**src/rtl/mmio_uart_tx.sv**
```systemverilog
// Memory-mapped UART transmitter: DATA/STATUS window, byte FIFO and 8N1 serialiser.
// Define UART_PARITY_EN to insert an even-parity bit between the data bits and the stop bit.
module mmio_uart_tx #(
    parameter int unsigned CLKS_PER_BIT = 16,
    parameter int unsigned FIFO_DEPTH   = 8,
    parameter logic [31:0] BASE_ADDR    = 32'h0000_0100
) (
    input  logic        clk,
    input  logic        reset,
    input  logic        we,
    input  logic [31:0] a,
    input  logic [31:0] wd,
    output logic [31:0] rd,
    output logic        sel,
    output logic        tx,
    output logic        busy
);

    localparam int unsigned PTR_W  = $clog2(FIFO_DEPTH);
    localparam int unsigned CNT_W  = PTR_W + 1;
    localparam int unsigned BAUD_W = $clog2(CLKS_PER_BIT);

    typedef enum logic [2:0] {
        S_IDLE,
        S_START,
        S_DATA,
`ifdef UART_PARITY_EN
        S_PARITY,
`endif
        S_STOP
    } state_e;

    // Address decode
    logic        hit_data_c;
    logic        hit_stat_c;
    logic        push_c;
    logic        clr_ovf_c;
    logic        unused_c;

    assign hit_data_c = (a[31:2] == BASE_ADDR[31:2]);
    assign hit_stat_c = (a[31:2] == (BASE_ADDR[31:2] + 30'd1));
    assign sel        = hit_data_c | hit_stat_c;
    assign push_c     = we & hit_data_c;
    assign clr_ovf_c  = we & hit_stat_c & wd[0];
    assign unused_c   = ^{a[1:0], wd[31:8]};

    // FIFO storage and bookkeeping
    logic [7:0]       mem_q [FIFO_DEPTH];
    logic [PTR_W-1:0] wr_ptr_q;
    logic [PTR_W-1:0] rd_ptr_q;
    logic [CNT_W-1:0] count_q;
    logic [CNT_W-1:0] count_d;
    logic             ovf_q;
    logic             full_c;
    logic             empty_c;
    logic             pop_c;
    logic             push_ok_c;
    logic [7:0]       head_c;

    assign full_c    = (count_q == CNT_W'(FIFO_DEPTH));
    assign empty_c   = (count_q == '0);
    // A full FIFO still accepts a byte when the serialiser frees a slot on the same edge.
    assign push_ok_c = push_c & (~full_c | pop_c);
    assign head_c    = mem_q[rd_ptr_q];

    always_comb begin
        count_d = count_q;
        case ({push_ok_c, pop_c})
            2'b10:   count_d = count_q + CNT_W'(1);
            2'b01:   count_d = count_q - CNT_W'(1);
            default: count_d = count_q;
        endcase
    end

    always_ff @(posedge clk) begin
        if (reset) begin
            wr_ptr_q <= '0;
            rd_ptr_q <= '0;
            count_q  <= '0;
            ovf_q    <= 1'b0;
        end else begin
            count_q <= count_d;
            if (push_ok_c) begin
                wr_ptr_q <= wr_ptr_q + PTR_W'(1);
            end
            if (pop_c) begin
                rd_ptr_q <= rd_ptr_q + PTR_W'(1);
            end
            if (push_c && !push_ok_c) begin
                ovf_q <= 1'b1;
            end else if (clr_ovf_c) begin
                ovf_q <= 1'b0;
            end
        end
    end

    always_ff @(posedge clk) begin
        if (push_ok_c) begin
            mem_q[wr_ptr_q] <= wd[7:0];
        end
    end

    // Transmit FSM
    state_e            state_q;
    state_e            state_d;
    logic [BAUD_W-1:0] baud_q;
    logic [BAUD_W-1:0] baud_d;
    logic [2:0]        bit_q;
    logic [2:0]        bit_d;
    logic [7:0]        shift_q;
    logic [7:0]        shift_d;
    logic              tx_q;
    logic              tx_d;
    logic              busy_q;
    logic              busy_d;
    logic              baud_last_c;
`ifdef UART_PARITY_EN
    logic              par_q;
    logic              par_d;
`endif

    assign baud_last_c = (baud_q == BAUD_W'(CLKS_PER_BIT - 1));

    always_comb begin
        state_d = state_q;
        baud_d  = baud_q;
        bit_d   = bit_q;
        shift_d = shift_q;
        pop_c   = 1'b0;
`ifdef UART_PARITY_EN
        par_d   = par_q;
`endif
        case (state_q)
            S_IDLE: begin
                if (!empty_c) begin
                    pop_c   = 1'b1;
                    shift_d = head_c;
`ifdef UART_PARITY_EN
                    par_d   = ^head_c;
`endif
                    baud_d  = '0;
                    state_d = S_START;
                end
            end
            S_START: begin
                if (baud_last_c) begin
                    baud_d  = '0;
                    bit_d   = '0;
                    state_d = S_DATA;
                end else begin
                    baud_d = baud_q + BAUD_W'(1);
                end
            end
            S_DATA: begin
                if (baud_last_c) begin
                    baud_d  = '0;
                    shift_d = {1'b0, shift_q[7:1]};
                    if (bit_q == 3'd7) begin
`ifdef UART_PARITY_EN
                        state_d = S_PARITY;
`else
                        state_d = S_STOP;
`endif
                    end else begin
                        bit_d = bit_q + 3'd1;
                    end
                end else begin
                    baud_d = baud_q + BAUD_W'(1);
                end
            end
`ifdef UART_PARITY_EN
            S_PARITY: begin
                if (baud_last_c) begin
                    baud_d  = '0;
                    state_d = S_STOP;
                end else begin
                    baud_d = baud_q + BAUD_W'(1);
                end
            end
`endif
            S_STOP: begin
                if (baud_last_c) begin
                    baud_d = '0;
                    // Chain straight into the next start bit when more bytes are queued.
                    if (!empty_c) begin
                        pop_c   = 1'b1;
                        shift_d = head_c;
`ifdef UART_PARITY_EN
                        par_d   = ^head_c;
`endif
                        state_d = S_START;
                    end else begin
                        state_d = S_IDLE;
                    end
                end else begin
                    baud_d = baud_q + BAUD_W'(1);
                end
            end
            default: begin
                state_d = S_IDLE;
                baud_d  = '0;
            end
        endcase

        tx_d = 1'b1;
        case (state_d)
            S_START:  tx_d = 1'b0;
            S_DATA:   tx_d = shift_d[0];
`ifdef UART_PARITY_EN
            S_PARITY: tx_d = par_d;
`endif
            default:  tx_d = 1'b1;
        endcase
        busy_d = (state_d != S_IDLE);
    end

    always_ff @(posedge clk) begin
        if (reset) begin
            state_q <= S_IDLE;
            baud_q  <= '0;
            bit_q   <= '0;
            shift_q <= '0;
            tx_q    <= 1'b1;
            busy_q  <= 1'b0;
`ifdef UART_PARITY_EN
            par_q   <= 1'b0;
`endif
        end else begin
            state_q <= state_d;
            baud_q  <= baud_d;
            bit_q   <= bit_d;
            shift_q <= shift_d;
            tx_q    <= tx_d;
            busy_q  <= busy_d;
`ifdef UART_PARITY_EN
            par_q   <= par_d;
`endif
        end
    end

    assign tx   = tx_q;
    assign busy = busy_q;

    // Read mux: only STATUS returns data
    always_comb begin
        rd = '0;
        if (hit_stat_c) begin
            rd[0]    = busy_q;
            rd[1]    = empty_c;
            rd[2]    = full_c;
            rd[3]    = ovf_q;
            rd[12:8] = 5'(count_q);
        end
    end

endmodule

```
**config.mk**
```make
export PLATFORM = sky130hd
export DESIGN_NAME = mmio_uart_tx
export DESIGN_NICKNAME = d
export VERILOG_FILES = /design/src/rtl/mmio_uart_tx.sv
export SDC_FILE = /design/constraint.sdc
export NUM_CORES = 1
export LEC_CHECK = 0
export CORE_ASPECT_RATIO = 0.75
export CORE_MARGIN = 3
export CORE_UTILIZATION = 45
export DETAILED_ROUTE_END_ITERATION = 8
export DONT_BUFFER_PORTS = 1
export MAX_ROUTING_LAYER = met4
export PLACE_DENSITY = 0.74
export RECOVER_POWER = 25
export SLEW_MARGIN = 15
export SYNTH_ARGS = -nofsm -noshare
export SYNTH_HDL_FRONTEND = slang
export SYNTH_SLANG_ARGS = --single-unit
```
**constraint.sdc**
```tcl
create_clock -name clk -period 2.85 [get_ports clk]
set_input_delay 0.57 -clock clk [delete_from_list [all_inputs] [get_ports clk]]
set_output_delay 0.57 -clock clk [all_outputs]
set_load 0.1 [all_outputs]
```
==> results of run 1 <==
-- cells in the final DEF, fill, tap and decap left out, types with 5 or more instances in the layout --
cell type	synthesis	final
ha_1	8	5
mux4_2	15	15
buf_4	26	24
conb_1	1	25
nor4_2	6	8
mux2i_1	9	9
and3_2	5	5
nand2_1	6	6
edfxtp_1	64	64
nor2_1	29	26
buf_12	0	8
o21ai_0	5	5
inv_1	5	5
nand3_1	5	5
dfxtp_1	34	34
nor3_1	7	7
a21oi_1	15	14
clkbuf_16	0	9
-- registers in the layout (all words and copies together) (netlist names), 3 cells and up, named ones only --
register,cells
baud_q,4
bit_q,3
count_q,4
mem_q,64
rd_ptr_q,3
shift_q,8
state_q,3
wr_ptr_q,3
-- path summary, 6_finish.rpt --
kind                     startpoint                      end  slack, ns  depth (start not counted)
max          baud_q[0]$_SDFFE_PP0P_  count_q[2]$_SDFFE_PP0P_       0.15                         11
min                           reset    bit_q[2]$_SDFFE_PP0P_       0.30                          1
max reg2reg  baud_q[0]$_SDFFE_PP0P_  count_q[2]$_SDFFE_PP0P_       0.15                         11
min reg2reg   bit_q[1]$_SDFFE_PP0P_    bit_q[1]$_SDFFE_PP0P_       0.47                          2
-- critical path, delay by kind of cell, from the launching register on --
| family | cells | cell delay [ns] |
|---|---|---|
| flip-flops | 1 | 0.38 |
| AND/OR/NAND/NOR | 3 | 1.04 |
| XOR/XNOR | 2 | 0.29 |
| adder cells (fa/ha/maj) | 3 | 0.68 |
| AO/OA/AOI/OAI | 3 | 0.24 |
-- metal layers --
metal	vias to the layer above	global-route usage	part of all wire
met1	1363	0.2040	0.45
li1	1298	-	-
met3	10	0.03869	0.064
met2	107	0.2519	0.48
met5	-	-	0
met4	0	0.05126	0.013
-- layout make-up --
cell class,count,area [µm²],share of cell area
Inverter,5,18.77,0.003564
Multi-Input combinational cell,218,1838,0.3490
Clock buffer,9,225.2,0.04277
Sequential cell,98,2603,0.4942
Timing Repair Buffer,32,340.3,0.06462
Clock inverter,7,76.32,0.01449
Tap cell,132,165.2,0.03136
-- metrics by stage --
step	hold slack (ns)	setup TNS, ns
floorplan	0.4244	-18.51
global placement	0.4495	0
detailed placement	0.4489	0
CTS	0.2821	0
global route	0.2840	0
finish	0.3004	0
-- cells by family (layout without fill, tap and decap cells) --
logic type,after synthesis,count (layout)
and+or+nand+nor,104,104
DFF,98,98
AOI/OAI and AO/OA,47,47
buffers and inverters,45,53
muxes,28,28
adders and majority gates,8,8
xor gates and xnor gates,6,6
other,1,25
-- where the power goes --
group          internal, mW  switching [mW]
sequential             1.51        0.000610
clock                 0.685           0.512
combinational       0.00918           0.146
==> impl_results.md, run 1 <==
- Setup Buffers After CTS: 0
- Synth Area in Compound Gates: 0.07247
- Synth Register Bits: 98
- Max stage delay on crit path: 0.46 ns
- Wire per inst: 17.18 µm
- CTS Sinks: 98
- Main combinational cell family by area after synthesis: simple AND/OR/NAND/NOR gates
- WP data arrival: 2.98 ns
- Die area: 11,390 µm²
- Power Dens Cells: 543.8 nW/µm²
- Num CTS Buffers: 9
- Die Wd: 122.2 µm
- Most used cell, CP: xor2_1
- Die H: 93.16 µm
- Post-synthesis sequential area ratio: 0.5710
- Fin util: 0.5388
- Post-synthesis simple-gate area fraction: 0.1573
- Placement Setup Slack: 0.01024 ns
- Syn. warnings: 0
- Synth top cells by count: edfxtp_1, dfxtp_1, nor2_1, buf_4
- CP cell instances: ha_1 > and4_4 > a211oi_4 > or3b_1 > ha_4 > xor2_1 > ha_2 > a21oi_2 > xor2_1 > or3_1 > a21oi_1
- Setup violators final: 0
- Maximum net fanout on the critical path: 6
- Post-synth EDFFs: 64
- Slew headroom: 0.3644
- Placed Cells: 485
- DR vias: 2,778
- Root buf cell: clkbuf_16
- Worst hold path class: input port to flop
- Period minus WS final: 2.704 ns
- Placeable Area: 9774 µm²
- Total GRT Usage: 0.1592
- Starting Density: 0.4663
- Routed WL: 8608 µm
- Maximum VDD drop: 0.0003162 V
- PortBufs: 0
- Placer Congestion: 0.8023
- Share of cells above drive strength 1: 0.2846
- Synth Cell Area: 4558 µm²
- First-pass GRT wire length: 13,480 µm
- XOR/XNOR share of the synthesized area: 0.01153
- Synth Area in Adders: 0.02196
- Fin. Hold Viols: 0
- Final instance area: 5266 µm²
- Setup CP Type: flop to flop
- Diode count: 0
- Status: finished, final reports clean
- Clk pin slew, worst setup/hold paths: 0.07 ns
- Clk_lat worst skew: 0.34 ns
- Most common flop cell mapped by yosys: edfxtp_1
- Crit start category: flop
- Fmax: 0.3699 GHz
- Remaining DRCs: 0
- Cell Rows: 31
- Pin count of the biggest net entering global routing: 30
- Largest cells by area after synthesis: edfxtp_1, dfxtp_1, mux4_2
- DRT antenna net count: 0
- Non-filler cells, final: 501
- Post-Place Cell Area: 4965 µm²
- Initial antenna violation count: 0
- Slowest CP cell: or3b_1
- LEAKAGE: 1.768 nW
- Slew Limit Fails: 0
- TritonCTS clock tree: built
- Worst Tran Pin Value: 0.9521 ns
- Total power: 2.864 mW
- CTS max path bufs: 2
- Asr flop ratio synth: 0
- Post-CTS Hold Buffers: 0
- # fillers: 803
- Setup crit end kind: flop
- Final setup margin: 0.1465 ns
- Max Cap Violations: 0
- Syn avg cell area: 13.53 µm²
- Count leader, synth: edfxtp_1
- DPL Wire Length: 5998 µm
- DR pass1 iterations: 5
- Worst Skew: 0.007646 ns
- H-tree Lvls: 3
- Post-Synthesis Cells: 337
- RSZ-0062 raised after global routing: no
- Vias per cell: 5.545
- Final Cycle Share: 0.9486
- Final net count: 439
- Critical Path RT: 3.12 ns
- Vias in the first global route: 2,739
- Yosys top cell area share: 0.4216
- DR iter-0 viols: 176
- Final global-route overflow total: 0
- Post-cts resize count: 0
- Yosys cell types: 66
- I/O pins: 102
- Mux cell area share after synthesis: 0.1038
- Layout area overhead: 15.54%
- Post-synth top area cell: edfxtp_1
No activity file was read; power rests on OpenSTA's default activity.
==> inputs of run 2 (changes only) <==
GPL_ROUTABILITY_DRIVEN = 0   (was default)
clock period = 2.2 ns   (was 2.85 ns; I/O delays follow)
==> impl_results.md, run 2 (synthesis results as in run 1) <==
- Starting Density: 0.4663 (unchanged)
- Wire per inst: 17.65 µm (+2.7%)
- Period minus WS final: 2.501 ns (-0.2029 ns)
- Area of the multi-input gates: 1912 µm² (+4.0%)
- Placed Cells: 502 (+3.5%)
- DR vias: 2,860 (+3.0%)
- DPL Wire Length: 6274 µm (+4.6%)
- Num CTS Buffers: 9 (unchanged)
- Setup crit start: count_q[0]$_SDFFE_PP0P_
- LEAKAGE: 1.899 nW (+7.4%)
- Die Wd: 122.2 µm (unchanged)
- Vias per cell: 5.479 (-1.2%)
- RR Startpoint: count_q[0]$_SDFFE_PP0P_
- DR iter-0 viols: 215 (+22%)
- Storage cell area: 2606 µm² (+0.14%)
- Clk pin slew, worst setup/hold paths: 0.07 ns (about the same)
- CTS max path bufs: 2 (unchanged)
- Fin util: 0.5693 (+0.03047)
- Top flop regs: mem_q (64), shift_q (8)
- Hold Startpoint: reset
- Slowest CP cell: or4b_4
- CTS Sinks: 98 (unchanged)
- Diode count: 0 (unchanged)
- Final setup margin: -0.3006 ns (-0.4471 ns)
- Cell Rows: 31 (unchanged)
- Setup crit end kind: flop
- Layout area overhead: 22.07%
- Maximum VDD drop: 0.0003328 V (+5.2%)
- CP cell instances: or4b_4 > a211oi_4 > or3b_4 > ha_4 > nor4bb_2 > a21oi_1 > o21a_1 > o21a_1 > o21ba_1
- Die H: 93.16 µm (unchanged)
- Reg with most FFs: mem_q
- Power Dens Cells: 688.4 nW/µm² (+27%)
- Setup TNS after final layout: -0.5749 ns (-0.5749 ns)
- Non-filler cells, final: 522 (+4.2%)
- DR pass1 iterations: 5 (unchanged)
- First-pass GRT wire length: 14,750 µm (+9.4%)
- Vias in the first global route: 2,883 (+5.3%)
- Die area: 11,390 µm² (unchanged)
- Final global-route overflow total: 0 (unchanged)
- Placeable Area: 9774 µm² (unchanged)
- Max Cap Violations: 0 (unchanged)
- Routed WL: 9213 µm (+7.0%)
- Share of cells above drive strength 1: 0.3487 (+0.06417)
- Worst hold path class: input port to flop
- H-tree Lvls: 3 (unchanged)
- PortBufs: 0 (unchanged)
- Status: finished with violations
- Most used cell, CP: o21a_1
- Root buf cell: clkbuf_16
- Remaining DRCs: 0 (unchanged)
- Slew headroom: 0.6313 (+0.2669)
- Commonest non-fill, non-tap cells in the layout: edfxtp_1, buf_4, dfxtp_1
- RSZ-0062 raised after global routing: yes
- Crit start category: flop
- Max FFs per register: 64 (unchanged)
- Clk_lat worst skew: 0.33 ns (about the same)
- Max stage delay on crit path: 0.55 ns (+0.09 ns)
- Setup violators final: 2 (+2)
- Worst Skew: 0.005658 ns (-0.001988 ns)
- Worst Tran Pin Value: 0.5485 ns (-0.4036 ns)
- # fillers: 752 (-6.4%)
- Fmax: 0.3999 GHz (+8.1%)
- Fin. Hold Viols: 0 (unchanged)
- WP data arrival: 2.73 ns (-0.25 ns)
- Maximum net fanout on the critical path: 3 (-3)
- Total GRT Usage: 0.1734 (+0.01420)
- Setup CP Type: flop to flop
- I/O pins: 102 (unchanged)
- Final Cycle Share: 1.137 (+0.1880)
- Failing checks: negative setup slack
- Initial antenna violation count: 0 (unchanged)
- TritonCTS clock tree: built
- Final net count: 460 (+4.8%)
- Pin count of the biggest net entering global routing: 30 (unchanged)
- DRT antenna net count: 0 (unchanged)
- Slew Limit Fails: 0 (unchanged)
- Commonest non-fill, non-tap cell in the layout: edfxtp_1
- Critical Path RT: 2.43 ns (-0.69 ns)
==> run 2: cell count changes in the layout (fill, tap and decap cells not counted), sizes merged <==
cell	change
buf	+20
bufinv	+1
inv	-2
clkbuf	+2
==> run 2: area by class of cell <==
| type | instances | area share |
|---|---|---|
| multi-input combinational | 218 | 0.3436 |
| inverter | 5 | 0.003373 |
| clock buffer | 10 | 0.04115 |
| timing repair buffer | 53 | 0.09714 |
| sequential | 98 | 0.4684 |
| tap | 132 | 0.02968 |
| clock inverter | 6 | 0.01664 |
==> run 2: timing repair <==
item,in CTS,in global routing
buffers inserted,1,2
pin swaps,6,3
hold buffers,0,0
resized for setup,10,8
setup endpoints to repair,50,22
cloned,0,1
==> run 2: worst paths after layout <==
| check | slack, ns | depth (start not counted) | to |
|---|---|---|---|
| hold reg to reg | 0.47 | 1 | shift_q[1]$_SDFFE_PP0P_ |
| setup reg to reg | -0.30 | 9 | count_q[3]$_SDFFE_PP0P_ |
| hold / removal | 0.17 | 1 | count_q[0]$_SDFFE_PP0P_ |
| setup / recovery | -0.30 | 9 | count_q[3]$_SDFFE_PP0P_ |
==> run 2: worst max-delay path: cells and delay by family, from the launching register on <==
family,cells,cell delay [ns]
compound gates,5,0.87
fa+ha+maj,1,0.16
flops,1,0.32
simple gates,3,1.05
==> run 2: layer usage <==
metal	global-route usage	wire, µm	vias to the layer above
li1	-	-	1341
met1	0.2246	3973	1416
met2	0.2762	4548	95
met3	0.04474	586	8
met4	0.04287	105	0
met5	-	0	-
==> run 2: power by group <==
group	switching [mW]	internal, mW
combinational	0.190	0.0147
clock	0.668	1.00
sequential	0.00106	1.96
total	0.859	2.97
==> run 2: stage by stage <==
step                hold WS, ns  power (mW)  area, µm²  worst slack, ns
global placement         0.4464       2.200       5115          -0.4152
floorplan                0.4244       2.235       4730          -0.9586
detailed placement       0.4432       2.201       5115          -0.5266
CTS                      0.1599       3.844       5477          -0.2589
global route             0.1537       3.945       5564          -0.3993
finish                   0.1698       3.830       5564          -0.3006
==> inputs of run 3 (changes only) <==
ABC_AREA = 1   (was default)
CTS_BUF_LIST = sky130_fd_sc_hd__clkbuf_8   (was default)
==> impl_results.md, run 3 <==
- Post-Place Cell Area: 5061 µm² (-1.1%)
- Post-synth EDFFs: 64 (unchanged)
- NetSw: 1.962 mW (+130%)
- Synth top cells by count: nand2_1, nor2_1, edfxtp_1, o21ai_0, inv_1
- Synth Register Bits: 98 (unchanged)
- DR pass1 iterations: 6 (+1)
- Die Wd: 123.2 µm (+0.84%)
- Num CTS Buffers: 9 (unchanged)
- Count leader, synth: nand2_1
- Remaining DRCs: 0 (unchanged)
- I/O pins: 102 (unchanged)
- Synth Cell Area: 4639 µm² (+1.8%)
- Final net count: 612 (+33%)
- Final Cycle Share: 0.9882 (-0.1485)
- Slew Limit Fails: 0 (unchanged)
- Max FFs per register: 64 (unchanged)
- Period minus WS final: 2.174 ns (-0.3267 ns)
- Non-filler cells, final: 674 (+29%)
- Largest cells by area after synthesis: edfxtp_1, dfxtp_1, nand2_1
- Post-synthesis sequential area ratio: 0.5609 (-0.01001)
- Die H: 93.94 µm (+0.83%)
- H-tree Lvls: 3 (unchanged)
- # fillers: 849 (+13%)
- Syn. warnings: 0 (unchanged)
- Layout area overhead: 14.97%
- Worst hold path class: input port to flop
- Setup violators final: 0 (-2)
- Final global-route overflow total: 0 (unchanged)
- Worst Skew: 0.009786 ns (+0.004128 ns)
- Final instance area: 5334 µm² (-4.1%)
- Share of cells above drive strength 1: 0.1679 (-0.1808)
- Reg with most FFs: mem_q
- Status: finished, final reports clean
- Worst Tran Pin Value: 0.5096 ns (-0.03894 ns)
- Setup crit end kind: flop
- Most common flop cell mapped by yosys: edfxtp_1
- Power Dens Cells: 952.8 nW/µm² (+38%)
- CTS max path bufs: 2 (unchanged)
- CTS Sinks: 98 (unchanged)
- Starting Density: 0.4709 (+0.004583)
- Commonest non-fill, non-tap cell in the layout: nand2_1
- Post-Synthesis Cells: 503 (+49%)
- Clk_lat worst skew: 0.36 ns (+0.03 ns)
- Vias per cell: 5.224 (-4.7%)
- Routed WL: 9923 µm (+7.7%)
- Cell Int Power: 3.120 mW (+5.0%)
- Sw Share: 0.3861 (+0.1619)
- DPL Wire Length: 6965 µm (+11%)
- Diode count: 0 (unchanged)
- Slew headroom: 0.6599 (+0.02863)
- Cell Rows: 31 (unchanged)
- Die area: 11,580 µm² (+1.7%)
- Initial antenna violation count: 0 (unchanged)
- Yosys top cell area share: 0.4142 (-0.007391)
- Fin. Hold Viols: 0 (unchanged)
- Max Cap Violations: 0 (unchanged)
- Clock power share: 0.239 (-0.197)
- Post-synth top area cell: edfxtp_1
- Sequential power share: 0.427 (-0.084)
- DR vias: 3,521 (+23%)
- Pin count of the biggest net entering global routing: 33 (+10%)
- First-pass GRT wire length: 15,810 µm (+7.2%)
- PortBufs: 0 (unchanged)
- Placed Cells: 654 (+30%)
- Total power: 5.082 mW (+33%)
- Worst hold slack: 0.1232 ns (-0.04668 ns)
- Wire per inst: 14.72 µm (-17%)
- Critical Path RT: 2.47 ns (+0.04 ns)
- Maximum net fanout on the critical path: 3 (unchanged)
- Comb power frac: 0.334 (+0.281)
- Clk pin slew, worst setup/hold paths: 0.10 ns (+0.03 ns)
- WP data arrival: 2.44 ns (-0.29 ns)
- Fmax: 0.4600 GHz (+15%)
- Root buf cell: clkbuf_8
- LEAKAGE: 2.029 nW (+6.8%)
- Asr flop ratio synth: 0 (unchanged)
- Top flop regs: mem_q (64), shift_q (8)
- Total GRT Usage: 0.1823 (+0.008868)
- Post-CTS Hold Buffers: 0 (unchanged)
- TritonCTS clock tree: built
- RSZ-0062 raised after global routing: yes
- DRT antenna net count: 0 (unchanged)
- Syn avg cell area: 9.224 µm² (-32%)
- Placeable Area: 9852 µm² (+0.79%)
- Yosys cell types: 36 (-45%)
- DR iter-0 viols: 247 (+15%)
- Crit start category: flop
- Commonest non-fill, non-tap cells in the layout: nand2_1, edfxtp_1, nor2_1
- Setup CP Type: flop to flop
- Maximum VDD drop: 0.0004526 V (+36%)
- Vias in the first global route: 3,288 (+14%)
-- run 3: power by group through the flow --
stage	registers (mW)	logic, mW	clock network [mW]
floorplan	2.28	1.24	0
global placement	2.20	1.57	0
detailed placement	2.20	1.63	0
CTS	2.16	1.65	1.24
global route	2.18	1.88	1.31
finish	2.17	1.70	1.21
-- run 3: area by class of cell --
type / instances / area (µm²) / share of cell area
multi-input cells: 353 / 1818 / 0.3408
repair buffers: 36 / 382.9 / 0.07178
flip-flops and latches: 98 / 2610 / 0.4893
well taps: 132 / 165.2 / 0.03096
clock buffers: 9 / 123.9 / 0.02322
clock inverters: 7 / 87.58 / 0.01642
inverters: 39 / 146.4 / 0.02745
-- run 3: path summary, 6_finish.rpt --
kind | cells after the start | to | startpoint | slack, ns
min reg2reg | 2 | ovf_q$_SDFFE_PP0P_ | ovf_q$_SDFFE_PP0P_ | 0.47
min | 1 | wr_ptr_q[0]$_SDFFE_PP0P_ | reset | 0.12
max | 14 | count_q[2]$_SDFFE_PP0P_ | baud_q[0]$_SDFFE_PP0P_ | 0.03
max reg2reg | 14 | count_q[2]$_SDFFE_PP0P_ | baud_q[0]$_SDFFE_PP0P_ | 0.03
-- run 3: through the flow --
step	utilization	setup TNS, ns	setup slack [ns]
final	0.5414	0	0.02607
after global routing	0.5414	-0.1436	-0.09302
after CTS	0.5380	0	0.01908
after detailed placement	0.5137	-0.1606	-0.1085
after global placement	0.5137	0	0.002309
after floorplan	-	-3.014	-0.3737
-- run 3: what timing repair did --
action	CTS	global route
pin swaps	4	4
setup endpoints to repair	2	3
gates resized for setup	2	6
setup buffers	3	1
-- run 3: metal layers --
| layer | up-vias | routed length, µm | GRT usage |
|---|---|---|---|
| met5 | - | 0 | - |
| met4 | 0 | 153 | 0.05346 |
| met3 | 15 | 767 | 0.04636 |
| met2 | 151 | 4764 | 0.3026 |
| met1 | 1633 | 4238 | 0.2210 |
| li1 | 1722 | - | - |
-- run 3: logic make-up after synthesis --
group                    after synthesis  share of synthesized area
AO/OA/AOI/OAI                         93                     0.1095
XOR/XNOR                               5                   0.009441
adder cells (fa/ha/maj)                8                    0.02158
buffers and inverters                 76                    0.08576
flip-flops                            98                     0.5609
other                                  1                  0.0008083
AND/OR/NAND/NOR                      222                     0.2120
-- run 3: worst max-delay path: stages (launching register included) --
cell and delay, ns:
dfxtp_4 0.36, ha_4 0.17, nand2_4 0.08, nor2_4 0.04, nand2_2 0.07, nand2_4 0.06
or2_4 0.24, nand3_4 0.10, ha_4 0.19, xor2_4 0.17, ha_2 0.20, a21oi_2 0.04
xor2_1 0.17, o21ai_1 0.16, inv_1 0.05
